<file path="config.mk">
export PLATFORM = sky130hd
export DESIGN_NAME = slot_scorer
export DESIGN_NICKNAME = d
export VERILOG_FILES = /design/src/rtl/slot_scorer_pkg.sv /design/src/rtl/slot_scorer_seg_encoder.sv /design/src/rtl/slot_scorer.sv
export SDC_FILE = /design/constraint.sdc
export NUM_CORES = 1
export LEC_CHECK = 0
export BUFFER_PORTS_ARGS = -buffer_cell sky130_fd_sc_hd__buf_4
export CELL_PAD_IN_SITES_DETAIL_PLACEMENT = 1
export CELL_PAD_IN_SITES_GLOBAL_PLACEMENT = 1
export CORE_MARGIN = 2
export CORE_UTILIZATION = 30
export DETAILED_ROUTE_END_ITERATION = 8
export MAX_ROUTING_LAYER = met4
export PLACE_DENSITY = 0.64
export RECOVER_POWER = 25
export SYNTH_ARGS = -nofsm -noshare
export SYNTH_HDL_FRONTEND = slang
export SYNTH_SLANG_ARGS = --single-unit
export TNS_END_PERCENT = 20
</file>
<file path="constraint.sdc">
create_clock -name clk -period 15.5 [get_ports clk]
set_input_delay 3.1 -clock clk [delete_from_list [all_inputs] [get_ports clk]]
set_output_delay 3.1 -clock clk [all_outputs]
set_load 0.02 [all_outputs]
</file>
<file path="src/rtl/slot_scorer_pkg.sv">
// Shared constants and types for the slot machine scorer: seven-segment
// encodings (active-low, gfedcba), score limits and payout table.
package slot_scorer_pkg;

  localparam int SCORE_W = 14;

  localparam logic [6:0] SEG_0 = 7'b1000000;
  localparam logic [6:0] SEG_1 = 7'b1111001;
  localparam logic [6:0] SEG_2 = 7'b0100100;
  localparam logic [6:0] SEG_3 = 7'b0110000;
  localparam logic [6:0] SEG_4 = 7'b0011001;
  localparam logic [6:0] SEG_5 = 7'b0010010;
  localparam logic [6:0] SEG_6 = 7'b0000010;
  localparam logic [6:0] SEG_7 = 7'b1111000;
  localparam logic [6:0] SEG_8 = 7'b0000000;
  localparam logic [6:0] SEG_9 = 7'b0010000;
  localparam logic [6:0] BLANK = 7'b1111111;

  localparam logic [SCORE_W-1:0] START_SCORE = 14'd100;
  localparam logic [SCORE_W-1:0] SPIN_COST   = 14'd10;
  localparam logic [SCORE_W-1:0] MAX_SCORE   = 14'd9999;

  localparam logic [SCORE_W-1:0] PAYOUT_FOUR     = 14'd500;
  localparam logic [SCORE_W-1:0] PAYOUT_THREE    = 14'd100;
  localparam logic [SCORE_W-1:0] PAYOUT_TWO_PAIR = 14'd50;
  localparam logic [SCORE_W-1:0] PAYOUT_PAIR     = 14'd20;

  typedef enum logic [2:0] {
    HAND_NONE,
    HAND_PAIR,
    HAND_TWO_PAIR,
    HAND_THREE,
    HAND_FOUR
  } hand_e;

  function automatic logic [SCORE_W-1:0] payout_of(input hand_e hand);
    case (hand)
      HAND_FOUR:     return PAYOUT_FOUR;
      HAND_THREE:    return PAYOUT_THREE;
      HAND_TWO_PAIR: return PAYOUT_TWO_PAIR;
      HAND_PAIR:     return PAYOUT_PAIR;
      default:       return '0;
    endcase
  endfunction

endpackage

</file>
<file path="src/rtl/slot_scorer_seg_encoder.sv">
// Combinational 4-bit digit to active-low seven-segment pattern (gfedcba).
// Codes above 9 blank the display.
module seg_encoder
  import slot_scorer_pkg::*;
(
  input  logic [3:0] digit_i,
  output logic [6:0] seg_o
);

  always_comb begin
    case (digit_i)
      4'd0:    seg_o = SEG_0;
      4'd1:    seg_o = SEG_1;
      4'd2:    seg_o = SEG_2;
      4'd3:    seg_o = SEG_3;
      4'd4:    seg_o = SEG_4;
      4'd5:    seg_o = SEG_5;
      4'd6:    seg_o = SEG_6;
      4'd7:    seg_o = SEG_7;
      4'd8:    seg_o = SEG_8;
      4'd9:    seg_o = SEG_9;
      default: seg_o = BLANK;
    endcase
  end

endmodule

</file>
<file path="src/rtl/slot_scorer.sv">
// Slot machine scorer: freezes four reel displays, scores the frozen pattern
// on a rising score request and keeps a saturating credit balance with BCD out.
module slot_scorer
  import slot_scorer_pkg::*;
(
  input  logic               clk,
  input  logic               btnR_n,
  input  logic [3:0]         num1,
  input  logic [3:0]         num2,
  input  logic [3:0]         num3,
  input  logic [3:0]         num4,
  input  logic               stop1,
  input  logic               stop2,
  input  logic               stop3,
  input  logic               stop4,
  input  logic               to_score,
  output logic [6:0]         seg1,
  output logic [6:0]         seg2,
  output logic [6:0]         seg3,
  output logic [6:0]         seg4,
  output logic [SCORE_W-1:0] score,
  output logic [3:0]         score1,
  output logic [3:0]         score2,
  output logic [3:0]         score3,
  output logic [3:0]         score4,
  output logic               is_broke
);

  logic [3:0]         num_w [4];
  logic [3:0]         stop_w;
  logic [6:0]         enc_w [4];
  logic [6:0]         seg_q [4];
  logic               to_score_q;
  logic [SCORE_W-1:0] score_q, score_d;
  logic [2:0]         pair_cnt;
  hand_e              hand;
  logic               score_event;
  logic [SCORE_W:0]   sum;
  logic [15:0]        bcd;

  assign num_w[0] = num1;
  assign num_w[1] = num2;
  assign num_w[2] = num3;
  assign num_w[3] = num4;
  assign stop_w   = {stop4, stop3, stop2, stop1};

  for (genvar g = 0; g < 4; g++) begin : g_enc
    seg_encoder u_seg_encoder (
      .digit_i (num_w[g]),
      .seg_o   (enc_w[g])
    );
  end

  // NOTE: the reel registers form a tiny array, so every entry is reset
  // explicitly; a real RAM would not get this and would need a valid flag.
  always_ff @(posedge clk or negedge btnR_n) begin
    if (!btnR_n) begin
      for (int i = 0; i < 4; i++) seg_q[i] <= SEG_0;
    end else begin
      for (int i = 0; i < 4; i++) begin
        if (!stop_w[i]) seg_q[i] <= enc_w[i];
      end
    end
  end

  // Counting equal pairs among the six reel combinations classifies the hand:
  // 6 = four of a kind, 3 = three, 2 = two pair, 1 = one pair.
  always_comb begin
    pair_cnt = '0;
    for (int i = 0; i < 3; i++) begin
      for (int j = i + 1; j < 4; j++) begin
        if (seg_q[i] == seg_q[j] && seg_q[i] != BLANK) pair_cnt = pair_cnt + 3'd1;
      end
    end
    case (pair_cnt)
      3'd6:    hand = HAND_FOUR;
      3'd3:    hand = HAND_THREE;
      3'd2:    hand = HAND_TWO_PAIR;
      3'd1:    hand = HAND_PAIR;
      default: hand = HAND_NONE;
    endcase
  end

  assign score_event = to_score && !to_score_q && (&stop_w);
  assign sum = {1'b0, score_q} - {1'b0, SPIN_COST} + {1'b0, payout_of(hand)};

  // NOTE: combinational blocks assign a default first so no path leaves
  // score_d unassigned, which would otherwise infer a latch.
  always_comb begin
    score_d = score_q;
    if (score_event && score_q >= SPIN_COST) begin
      score_d = (sum > {1'b0, MAX_SCORE}) ? MAX_SCORE : sum[SCORE_W-1:0];
    end
  end

  // NOTE: state registers use non-blocking assignments so every flop samples
  // the pre-edge values regardless of statement order.
  always_ff @(posedge clk or negedge btnR_n) begin
    if (!btnR_n) begin
      score_q    <= START_SCORE;
      to_score_q <= 1'b0;
    end else begin
      score_q    <= score_d;
      to_score_q <= to_score;
    end
  end

  // Shift-and-add-3 binary to BCD, MSB first.
  always_comb begin
    bcd = '0;
    for (int b = SCORE_W - 1; b >= 0; b--) begin
      for (int d = 0; d < 4; d++) begin
        if (bcd[4*d +: 4] >= 4'd5) bcd[4*d +: 4] = bcd[4*d +: 4] + 4'd3;
      end
      bcd = {bcd[14:0], score_q[b]};
    end
  end

  assign seg1     = seg_q[0];
  assign seg2     = seg_q[1];
  assign seg3     = seg_q[2];
  assign seg4     = seg_q[3];
  assign score    = score_q;
  assign score1   = bcd[15:12];
  assign score2   = bcd[11:8];
  assign score3   = bcd[7:4];
  assign score4   = bcd[3:0];
  assign is_broke = (score_q < SPIN_COST);

endmodule

</file>
Yosys cells after proc, flatten, opt, wreduce, memory -nomap -nowiden
Memories as Yosys holds them, arrays and structs flattened. A register that Yosys moved wholly into a read port is not among the register bits.
Index checks and enable logic that the tools add are counted.
W data, S select, Z words.

cells by class
  add/sub/neg operators = 33
  order comparisons = 29
  equality and inequality tests = 17
  muxes and demuxes = 35
  reduce and logical (&&, ||, !) cells = 19

operators by type and width
  operator                 count
  $mux W4                  24
  $ge A4 B3 Y1 const B     22
  $add A4 B2 Y4 const B    21
  $eq A7 B7 Y1             6
  $pmux W9 S4              1
  $mux W3                  7
  $ne A7 B7 Y1 const B     3
  $add A15 B14 Y15         1
  $add A3 B1 Y3 const B    5
  $gt A15 B14 Y1 const B   1
  $sub A14 B4 Y15 const B  1
  $ge A14 B4 Y1 const B    1
  $lt A14 B4 Y1 const B    1
  $mux W14                 1
  $add A3 B2 Y4 const B    3
  $eq A3 B2 Y1 const B     4
  $ge A3 B3 Y1 const B     4
  $pmux W3 S4              1
  $logic_and A1 B1 Y1      9
  $logic_not A1 Y1         9
  $add A3 B2 Y3 const B    2
  $eq A3 B1 Y1 const B     2
  $eq A3 B3 Y1 const B     2
  $reduce_and A4 Y1        1
  $mux W1                  1

word-level totals
  register bits = 15
  ROM bits = 448
  output and inout port bits = 59
  word-level logic and storage cells = 139
  memories kept = 4

memory list
  name              words  bits a word  rd ports  clocked after memory_dff  wr ports  line                           source
  (name not given)  16     7            1         1                         0         slot_scorer_seg_encoder.sv:11  case (digit_i)
  (name not given)  16     7            1         1                         0         slot_scorer_seg_encoder.sv:11
  (name not given)  16     7            1         1                         0         slot_scorer_seg_encoder.sv:11
  (name not given)  16     7            1         1                         0         slot_scorer_seg_encoder.sv:11

Longest topological paths before layout
Gate-level depths: netlist of the first run.

  depth in word-level cells = 22
  depth in mapped cells = 53
  depth with buffers taken out = 51

Modules after synthesis
From an unflattened synthesis of the first run, not the netlist that was laid out.

second synthesis, totals
  cells, all modules = 1013
  area, all modules = 7683.6 um2

by module, submodules not included
  module       times used  cells an instance  area each (um2)
  slot_scorer  1           881                6842.8
  seg_encoder  4           33                 210.2

Least setup slack after synthesis of the first run
No wires, ideal clock.

  kind = flip-flop to output port
  from = register score_q[12] (netlist: score[12])
  to = output port score3[2]
  arrival = 9797 ps
  required time = 12400 ps
  setup slack = 2603 ps
  cell stages (with the launch flop) = 49
  path buffers = 2
  path through = dfrtp_1 inv_1 ha_1 a21oi_1 mux2i_1 ha_1 nor2b_1 nor3_1 nor4_1 nor2_2 inv_1 ha_1 clkbuf_1 nand2b_1 and4_1 nor2_1 inv_1 ha_1 (+13 left out) a21oi_1 ha_1 a211oi_1 o22ai_1 nor2_1 ha_1 o311a_1 a211oi_2 buf_2 o21ai_0 a21oi_1 ha_1 nor2_1 o21a_1 o221a_4 or2_1 mux4_2 nand2_1

between the ends
  cells in the longest elaborated chain, start to end = 22

ends and longest elaborated chain
  item                                                  line                source
  from (decl)                                           slot_scorer.sv:34   logic [SCORE_W-1:0] score_q, score_d;
  from (signal assigned)                                slot_scorer.sv:103  score_q <= score_d;
  $add A3 B2 Y4 / $ge A3 B3 Y1 (equally long branches)  slot_scorer.sv:113  if (bcd[4*d +: 4] >= 4'd5) bcd[4*d +: 4] = bcd[4*d +: 4] + 4'd3;
  $mux W4 *                                             slot_scorer.sv:113
  $add A4 B2 Y4 / $ge A4 B3 Y1 (equally long branches)  slot_scorer.sv:113
  $mux W4                                               slot_scorer.sv:113
  $ge A4 B3 Y1 / $add A4 B2 Y4 (equally long branches)  slot_scorer.sv:113
  $mux W4                                               slot_scorer.sv:113
  $add A4 B2 Y4 (tied with other cells)                 slot_scorer.sv:113
  $mux W4                                               slot_scorer.sv:113
  (+6 left out)                                         --
  $add A4 B2 Y4 / $ge A4 B3 Y1 (equally long branches)  slot_scorer.sv:113
  $mux W4                                               slot_scorer.sv:113
  $add A4 B2 Y4 / $ge A4 B3 Y1 (equally long branches)  slot_scorer.sv:113
  $mux W4                                               slot_scorer.sv:113
  $add A4 B2 Y4 / $ge A4 B3 Y1 (equally long branches)  slot_scorer.sv:113
  $mux W4                                               slot_scorer.sv:113
  $add A4 B2 Y4 / $ge A4 B3 Y1 (equally long branches)  slot_scorer.sv:113
  $mux W4 *                                             slot_scorer.sv:113
  to (decl)                                             slot_scorer.sv:24   output logic [3:0] score3,

Every way passes the cells marked *; elsewhere a longest branch is shown, timed or not.

Worst setup path after layout of the first run
Ends and elaborated chain as after synthesis.

==> run summary, run 1 <==
The run finished, with violations left. The checks that failed: max-capacitance violations, max-slew violations. At the pin with the least slew margin, the transition time is approximately 2400 ps. The first detailed-routing pass ran for 4 iterations. The hold violation total from the final report is 0. The max-cap check violation count is 1. The full die area is roughly 28000 um^2. The main combinational cell family by area after synthesis is compound AO/OA/AOI/OAI gates. The total of buffers placed on input and output ports came out at 81. The number of fill cells is 3328. The number of clock buffers inserted by TritonCTS is 5. The row count is 60.

The required time of the worst setup path is around 12000 ps. The final net count is approximately 1200. The number of antenna violations at the first check in global routing was 0. The initial core utilization is between 30% and 40%.

The global-route wire length before repair is ~41000 um. The relative area change from synthesis to final layout is 11.6%. Using the TritonRoute via totals, the vias-per-cell ratio works out to between 5 and 6.

The post-placement setup slack came out at between 1000 and 1500 ps. The detailed-route via count is 8182. The XOR/XNOR share of the synthesized area came out at under 10%. The largest buffer count on any clock path is 2.

The synthesized netlist occupies a cell area of 8090 um^2. Synthesis produced 1096 cells. The stage delay of the slowest cell on the critical path is between 400 and 500 ps. The width of the chip is between 150 and 200 um. STA classifies the critical path endpoint as a primary output. The number of nets in the synthesized netlist came out at ~1200. On the final layout, the worst clock skew is 4.32 ps.

The iteration-0 DRC count of the detailed router is around 320. Hold timing on the final database bottoms out at a slack of 514 ps. The worst hold path belongs to the class register to register.

The post-route netlist has about 16% of its cells at a drive strength greater than 1. The antenna diode instance count came out at 0. After layout, the worst setup slack is approximately 1000 ps. The count of cell types in the netlist came out at 107. For this block, the routed nets add up to ~24000 um of wire. The maximum number of pins on one net before global-route repair is 44.

The number of enable-type register cells in the synthesized netlist came out at 0. The max-slew violation total from the final report is 44. The share of the clock period used by the worst path after layout came out at just over 90%. In the synthesized netlist, mux cells make up under 10% of the area. The antenna violation net count after detailed routing came out at 0. The highest net fanout along the worst path is 9. The total overflow left after global routing is 0.

For this design, the slowest cell found on the critical path is sky130_fd_sc_hd__dfrtp_1. TritonCTS built the clock tree. Headroom to the max-slew limit came out at -63.3%. The via count of the first global-routing pass came out at between 8000 and 9000. The clock transition at the register clock pins on the worst setup and hold paths after CTS is 60 ps. The congestion estimate from routability-driven global placement came to 0.868. The synthesized area divided by synthesized cell count is ~7.4 um^2. The vertical die dimension came out at 168 um. The clock network latency to the later pin of the worst-skew pair is ~280 ps. Detailed placement finished with a half-perimeter wire length of 18800 um. Dividing the detail-routed wire length by the instance count gives 16.7 um.

The I/O pin total is 82. STA classifies the critical path startpoint as a register. Summing the areas of all fa, ha and maj instances in the mapped netlist gives 10.7% of the synthesized area. Global routing consumed, over all layers together, 17.5% of the routing resources. The flip-flop and latch count after synthesis came out at 43. For the worst setup path, the data arrival time is about 11000 ps.

The area fraction in compound gates after synthesis is 36.0%. In this run the clock root is driven by a sky130_fd_sc_hd__clkbuf_16. After Yosys synthesis, and, or, nand and nor cells account for about a fifth of the synthesized area. Setup violations remaining at the end of the flow were counted as 0. The total of warnings raised by yosys is 0. By instance count, the cell type seen most on the critical path is sky130_fd_sc_hd__ha_1.

The portion of the post-synthesis area used by sequential elements came out at ~13%. The core region area came out at between 20000 and 30000 um^2. The total DRC errors in the routed layout came out at 0. The H-tree generated during clock tree synthesis spans 2 levels. The share of async-settable or async-resettable flops after synthesis is 100%.

The fmax is roughly 69 MHz. The critical path start-end classification is register to primary output. The top flip-flop cell by instance count after synthesis is sky130_fd_sc_hd__dfrtp_1. The clock net in this run drives a total of 43 sinks. The worst path needs approximately 14000 ps of the cycle, external delays included.
[worst max-delay path: cells and delay by family (launching register included)]
kind / cells / cell delay, ps
and+or+nand+nor: 18 / 3460
AOI/OAI and AO/OA: 15 / 3410
adders and majority gates: 8 / 2250
muxes: 2 / 850
buffers and inverters: 4 / 610
DFF: 1 / 490
[state kept, by name (all words and copies together) (netlist names)]
register / cells
score: 14
seg1: 7
seg2: 7
seg3: 7
seg4: 7
to_score_q: 1
[layout by cell type (no fill, tap or decap), drive strengths merged, types with 7 or more instances in the layout]
master  count
nand2     124
o21ai     106
buf        85
nor2       85
a21oi      68
ha         67
inv        67
xnor2      48
dfrtp      36
nor3       29
xor2       27
nand2b     23
nand3      21
nor2b      19
o31ai      19
a211oi     18
o22ai      17
a31oi      17
mux2i      16
a21o       14
o211ai     14
nand4      12
mux2       10
o21a        9
o21bai      9
a22oi       8
clkbuf      8
and3        7
dfstp       7
a221oi      7
[cells by family after synthesis]
group | Yosys count
compound gates | 390
simple gates | 353
buf+inv | 139
xor+xnor | 75
fa+ha+maj | 69
flops | 43
mux | 27
[worst paths after layout]
path | endpoint | slack, ps | start | depth (start not counted)
worst max-delay path | score3[2] | 1040 | score[12] | 47
worst min-delay path | score[0] | 510 | score[0] | 1
worst max register to register | score[8] | 8260 | seg3[6] | 40
worst min register to register | score[0] | 510 | score[0] | 1
max in group asynchronous | score[12] | 10540 | btnR_n | 1
min in group asynchronous | seg3[5] | 3560 | btnR_n | 1
[cell type report]
cell class                      count  area (um^2)  area share (%)
Multi-Input combinational cell    914         6460            71.6
Inverter                           70          263            2.91
Timing Repair Buffer               87          646            7.15
Clock inverter                      2         12.5           0.139
Tap cell                          341          427            4.73
Clock buffer                        6          129            1.43
Sequential cell                    43         1080            12.0
[cells in the mapped netlist (all sizes together) (12+ instances only)]
cell      n  area, um^2
nor3     29         155
o31ai    19         175
nand2b   23         144
mux2i    16         164
o21ai   106         542
xor2     27         236
xnor2    48         443
clkbuf   52         195
a31oi    17         143
dfrtp    36         901
o22ai    17         106
a21o     14         105
nand2   124         470
inv      67         251
o211ai   14         115
ha       67         838
buf      17         100
a21oi    68         348
nand4    12        75.1
nand3    21         110
nor2     85         327
nor2b    19         119
a211oi   18         170
[layer usage]
layer	GRT usage (%)	up-vias	routed length, um	part of all wire, %
met5	-	-	0	0
met4	3.04	0	284	1.2
met3	1.34	21	589	2.4
met2	27.8	102	11300	46
met1	24.6	3990	12300	50
li1	-	4069	-	-
[repair_timing]
item	4_1_cts	5_1_grt
buffers inserted	0	1
resized for setup	0	3
setup endpoints to repair	0	6
hold buffers	0	0
[stage by stage]
| step | util (%) | setup TNS, ps | cells | cell area (um^2) |
|---|---|---|---|---|
| 6_report | 33.8 | 0 | 1463 | 9030 |
| 2_1_floorplan | - | 0 | 1096 | 8090 |
| 3_3_place_gp | 33.2 | 0 | 1454 | 8870 |
| 3_5_place_dp | 33.2 | 0 | 1454 | 8870 |
| 4_1_cts | 33.7 | 0 | 1462 | 9010 |
| 5_1_grt | 33.8 | -2.13 | 1463 | 9030 |
Power of run 1 is left out: the tool's default activity adds up to more than one toggle a clock period on the data nets, which glitch-free logic cannot reach.
==> run 2, diff against run 1 <==
--- a/config.mk
+++ b/config.mk
@@ -9,10 +9,10 @@
 export CELL_PAD_IN_SITES_DETAIL_PLACEMENT = 1
 export CELL_PAD_IN_SITES_GLOBAL_PLACEMENT = 1
 export CORE_MARGIN = 2
-export CORE_UTILIZATION = 30
+export CORE_UTILIZATION = 45
 export DETAILED_ROUTE_END_ITERATION = 8
 export MAX_ROUTING_LAYER = met4
-export PLACE_DENSITY = 0.64
+export PLACE_DENSITY = 0.88
 export RECOVER_POWER = 25
 export SYNTH_ARGS = -nofsm -noshare
 export SYNTH_HDL_FRONTEND = slang
==> run 2 against run 1 <==
  * The run still ends with max-capacitance violations, max-slew violations left
  * Count of clock-buffer cells in the layout rose by 1
  * Setup slack got worse by 100 ps
  * Fmax fell by 0.70%
  * Routed wire length rose by 3.3%
  * Via count rose by 3.4%
  * Sequential cell count did not move
  * Hold slack improved by 12 ps
  * Non-clock buffer count fell by 4
  * Final cell count fell by 7.9%
  * Critical endpoint unchanged
  * Highest routed layer unchanged
==> run summary, run 2 (synthesis gave the netlist of run 1 again) <==
The met3 track demand over resource in global routing is 2.32% (was 1.34%). The I/O pin total came out at 82 (unchanged). The sum of overflow across all layers after global routing came out at 0 (unchanged). The library cell used as clock root buffer is sky130_fd_sc_hd__clkbuf_16 (unchanged).

The most prevalent standard cell on the critical path is sky130_fd_sc_hd__ha_1 (unchanged). The via count of the first global-routing pass was 8459 (was 8068). The largest buffer count on any clock path was 2 (unchanged). The antenna diode instance count is 0 (unchanged). The worst-path cell with the longest stage delay is sky130_fd_sc_hd__dfrtp_1 (unchanged). The clock tree from TritonCTS is built (unchanged). The headroom to the max-slew limit was -56.2% (was -63.3%). The vertical die dimension came out at 138 um (was 168 um). The met2 track utilization from global routing came out at 44.8% (was 27.8%). The maximum number of pins on one net before global-route repair is 44 (unchanged). Status: complete, but fails checks (unchanged). The global-route wire length before repair is 42100 um (was 41300 um).

The buffer and inverter count on the worst path is 4 (unchanged). The full die area is 19100 um^2 (was 28300 um^2). The total of buffers placed on input and output ports is 81 (unchanged). Violations in the final reports: max-capacitance violations, max-slew violations (unchanged).

The clock network latency to the later pin of the worst-skew pair came out at 290 ps (was 280 ps). The fmax is 68.7 MHz (was 69.2 MHz). The post-cts gate resize count is 0 (unchanged). The share of cells above drive strength 1 came out at 15.2% (was 15.5%). The highest net fanout along the worst path was 11 (was 9). The class of the worst hold path is register to register (unchanged). The share of the clock period used by the worst path after layout is 93.9% (was 93.3%). The endpoint type of the worst setup path is a primary output (unchanged). The total routing resource utilization after global routing came out at 26.2% (was 17.5%). The transition time of the tightest slew-check pin is 2340 ps (was 2450 ps). Setup repair after global routing left no endpoint under its margin. The core region area was 17800 um^2 (was 26700 um^2). The antenna violation net count after detailed routing is 0 (unchanged).

The clock transition at the register clock pins on the worst setup and hold paths after CTS was 60 ps (about the same). The half-perimeter wire length after placement was 18900 um (was 18800 um). The leading cell type in the layout, fill and taps excluded is sky130_fd_sc_hd__nand2_1 (unchanged). The worst endpoint data arrival time came out at 11460 ps (was 11360 ps). The critical path start-end classification is register to primary output (unchanged). The final setup violation count is 0 (unchanged). The number of sinks on the clock net came out at 43 (unchanged). The initial core utilization came to 45.5% (was 30.3%). The number of search-and-repair iterations in the first detailed-routing pass came to 5 (was 4). The max-cap check violation count is 1 (unchanged). The number of clock buffers inserted by TritonCTS is 5 (unchanged). The routability-driven placement congestion ratio is 0.895 (was 0.868). The hold violation total from the final report is 0 (unchanged).

The final standard cell utilization of the core is 50.0% (was 33.8%). The required time of the worst setup path came out at 12400 ps (about the same). The total routed wirelength came out at 25200 um (was 24400 um). The final net count is 1208 (was 1212). The post-detailed-route via-to-cell ratio came out at 6.28 (was 5.59).

The H-tree depth came out at 2 (unchanged). The global routing usage on met1 came out at 33.2% (was 24.6%). The stage delay of the slowest cell on the critical path is 510 ps (was 490 ps). The element type at the critical path start is a register (unchanged). The relative area change from synthesis to final layout was 9.79% (was 11.6%). Leading cell types in the layout, fill and taps excluded: 122 x sky130_fd_sc_hd__nand2_1, 92 x sky130_fd_sc_hd__o21ai_0, 81 x sky130_fd_sc_hd__nor2_1, 81 x sky130_fd_sc_hd__buf_4, 67 x sky130_fd_sc_hd__ha_1 (was 122 x sky130_fd_sc_hd__nand2_1, 92 x sky130_fd_sc_hd__o21ai_0, 85 x sky130_fd_sc_hd__buf_4). The number of cells traversed by the worst register-to-register path came out at 40 (unchanged). The most congested layer reported by global routing is met2 (unchanged). The worst hold path depth is 1 (unchanged). The hold buffer count at cts came to 0 (unchanged). The total negative slack for setup checks is 0 ps (unchanged). The total DRC errors in the routed layout came out at 0 (unchanged). The number of antenna violations at the first check in global routing came out at 0 (unchanged). The kind of cell with the highest combined delay on the critical path is compound AO/OA/AOI/OAI gates (was simple AND/OR/NAND/NOR gates). The iteration-0 DRC count of the detailed router came out at 516 (was 316).

The number of flip-flops in the largest register is 14 (unchanged). The width of the chip was 138 um (was 168 um). The row count is 49 (was 60). The max-slew violation total from the final report is 44 (unchanged). The setup fix buffers added after clock tree synthesis is 0 (unchanged). The detailed-route via count came out at 8462 (was 8182). The post-route minimum period is 14560 ps (was 14460 ps).

The mean routed wirelength per cell was 18.7 um (was 16.7 um). The count of cell instances traversed by the critical path is 45 (was 47). The worst clock skew on the final layout is 5.61 ps (was 4.32 ps).
==> run 2: through the flow <==
step                std cells  area, um^2  hold slack (ps)  setup slack (ps)
floorplan                1096        8090              554              2600
global placement         1339        8710              492              1800
detailed placement       1339        8710              516              1080
CTS                      1347        8870              528               771
global route             1347        8880              545              68.3
finish                   1347        8880              526               942
==> run 2: per-layer routing <==
layer	wire, um	vias up
li1	-	4064
met1	11400	4165
met2	12500	181
met3	807	52
met4	503	0
met5	0	-
==> run 2: worst register-to-register path, delay by kind of cell, from the launching register on <==
family | cells | cell delay (ps)
AOI/OAI and AO/OA | 7 | 1400
xor gates and xnor gates | 5 | 1300
adders and majority gates | 7 | 2010
buffers and inverters | 4 | 460
DFF | 1 | 630
muxes | 3 | 780
and+or+nand+nor | 14 | 1550
==> run 2: final timing paths <==
check	startpoint	to	slack, ps
max	score[12]	score3[2]	940
min	score[0]	score[0]	530
max reg2reg	seg1[6]	score[8]	7260
min reg2reg	score[0]	score[0]	530
max in group asynchronous	btnR_n	score[1]	10650
min in group asynchronous	btnR_n	seg2[0]	3510
==> run 2: layout make-up <==
type / instances / area, um^2
Fill cell: 2303 / 8900
Multi-Input combinational cell: 914 / 6470
Sequential cell: 43 / 1080
Timing Repair Buffer: 83 / 616
Tap cell: 229 / 287
Inverter: 70 / 263
Clock buffer: 7 / 133
Clock inverter: 1 / 30.0
Power of run 2 is left out for the same reason.
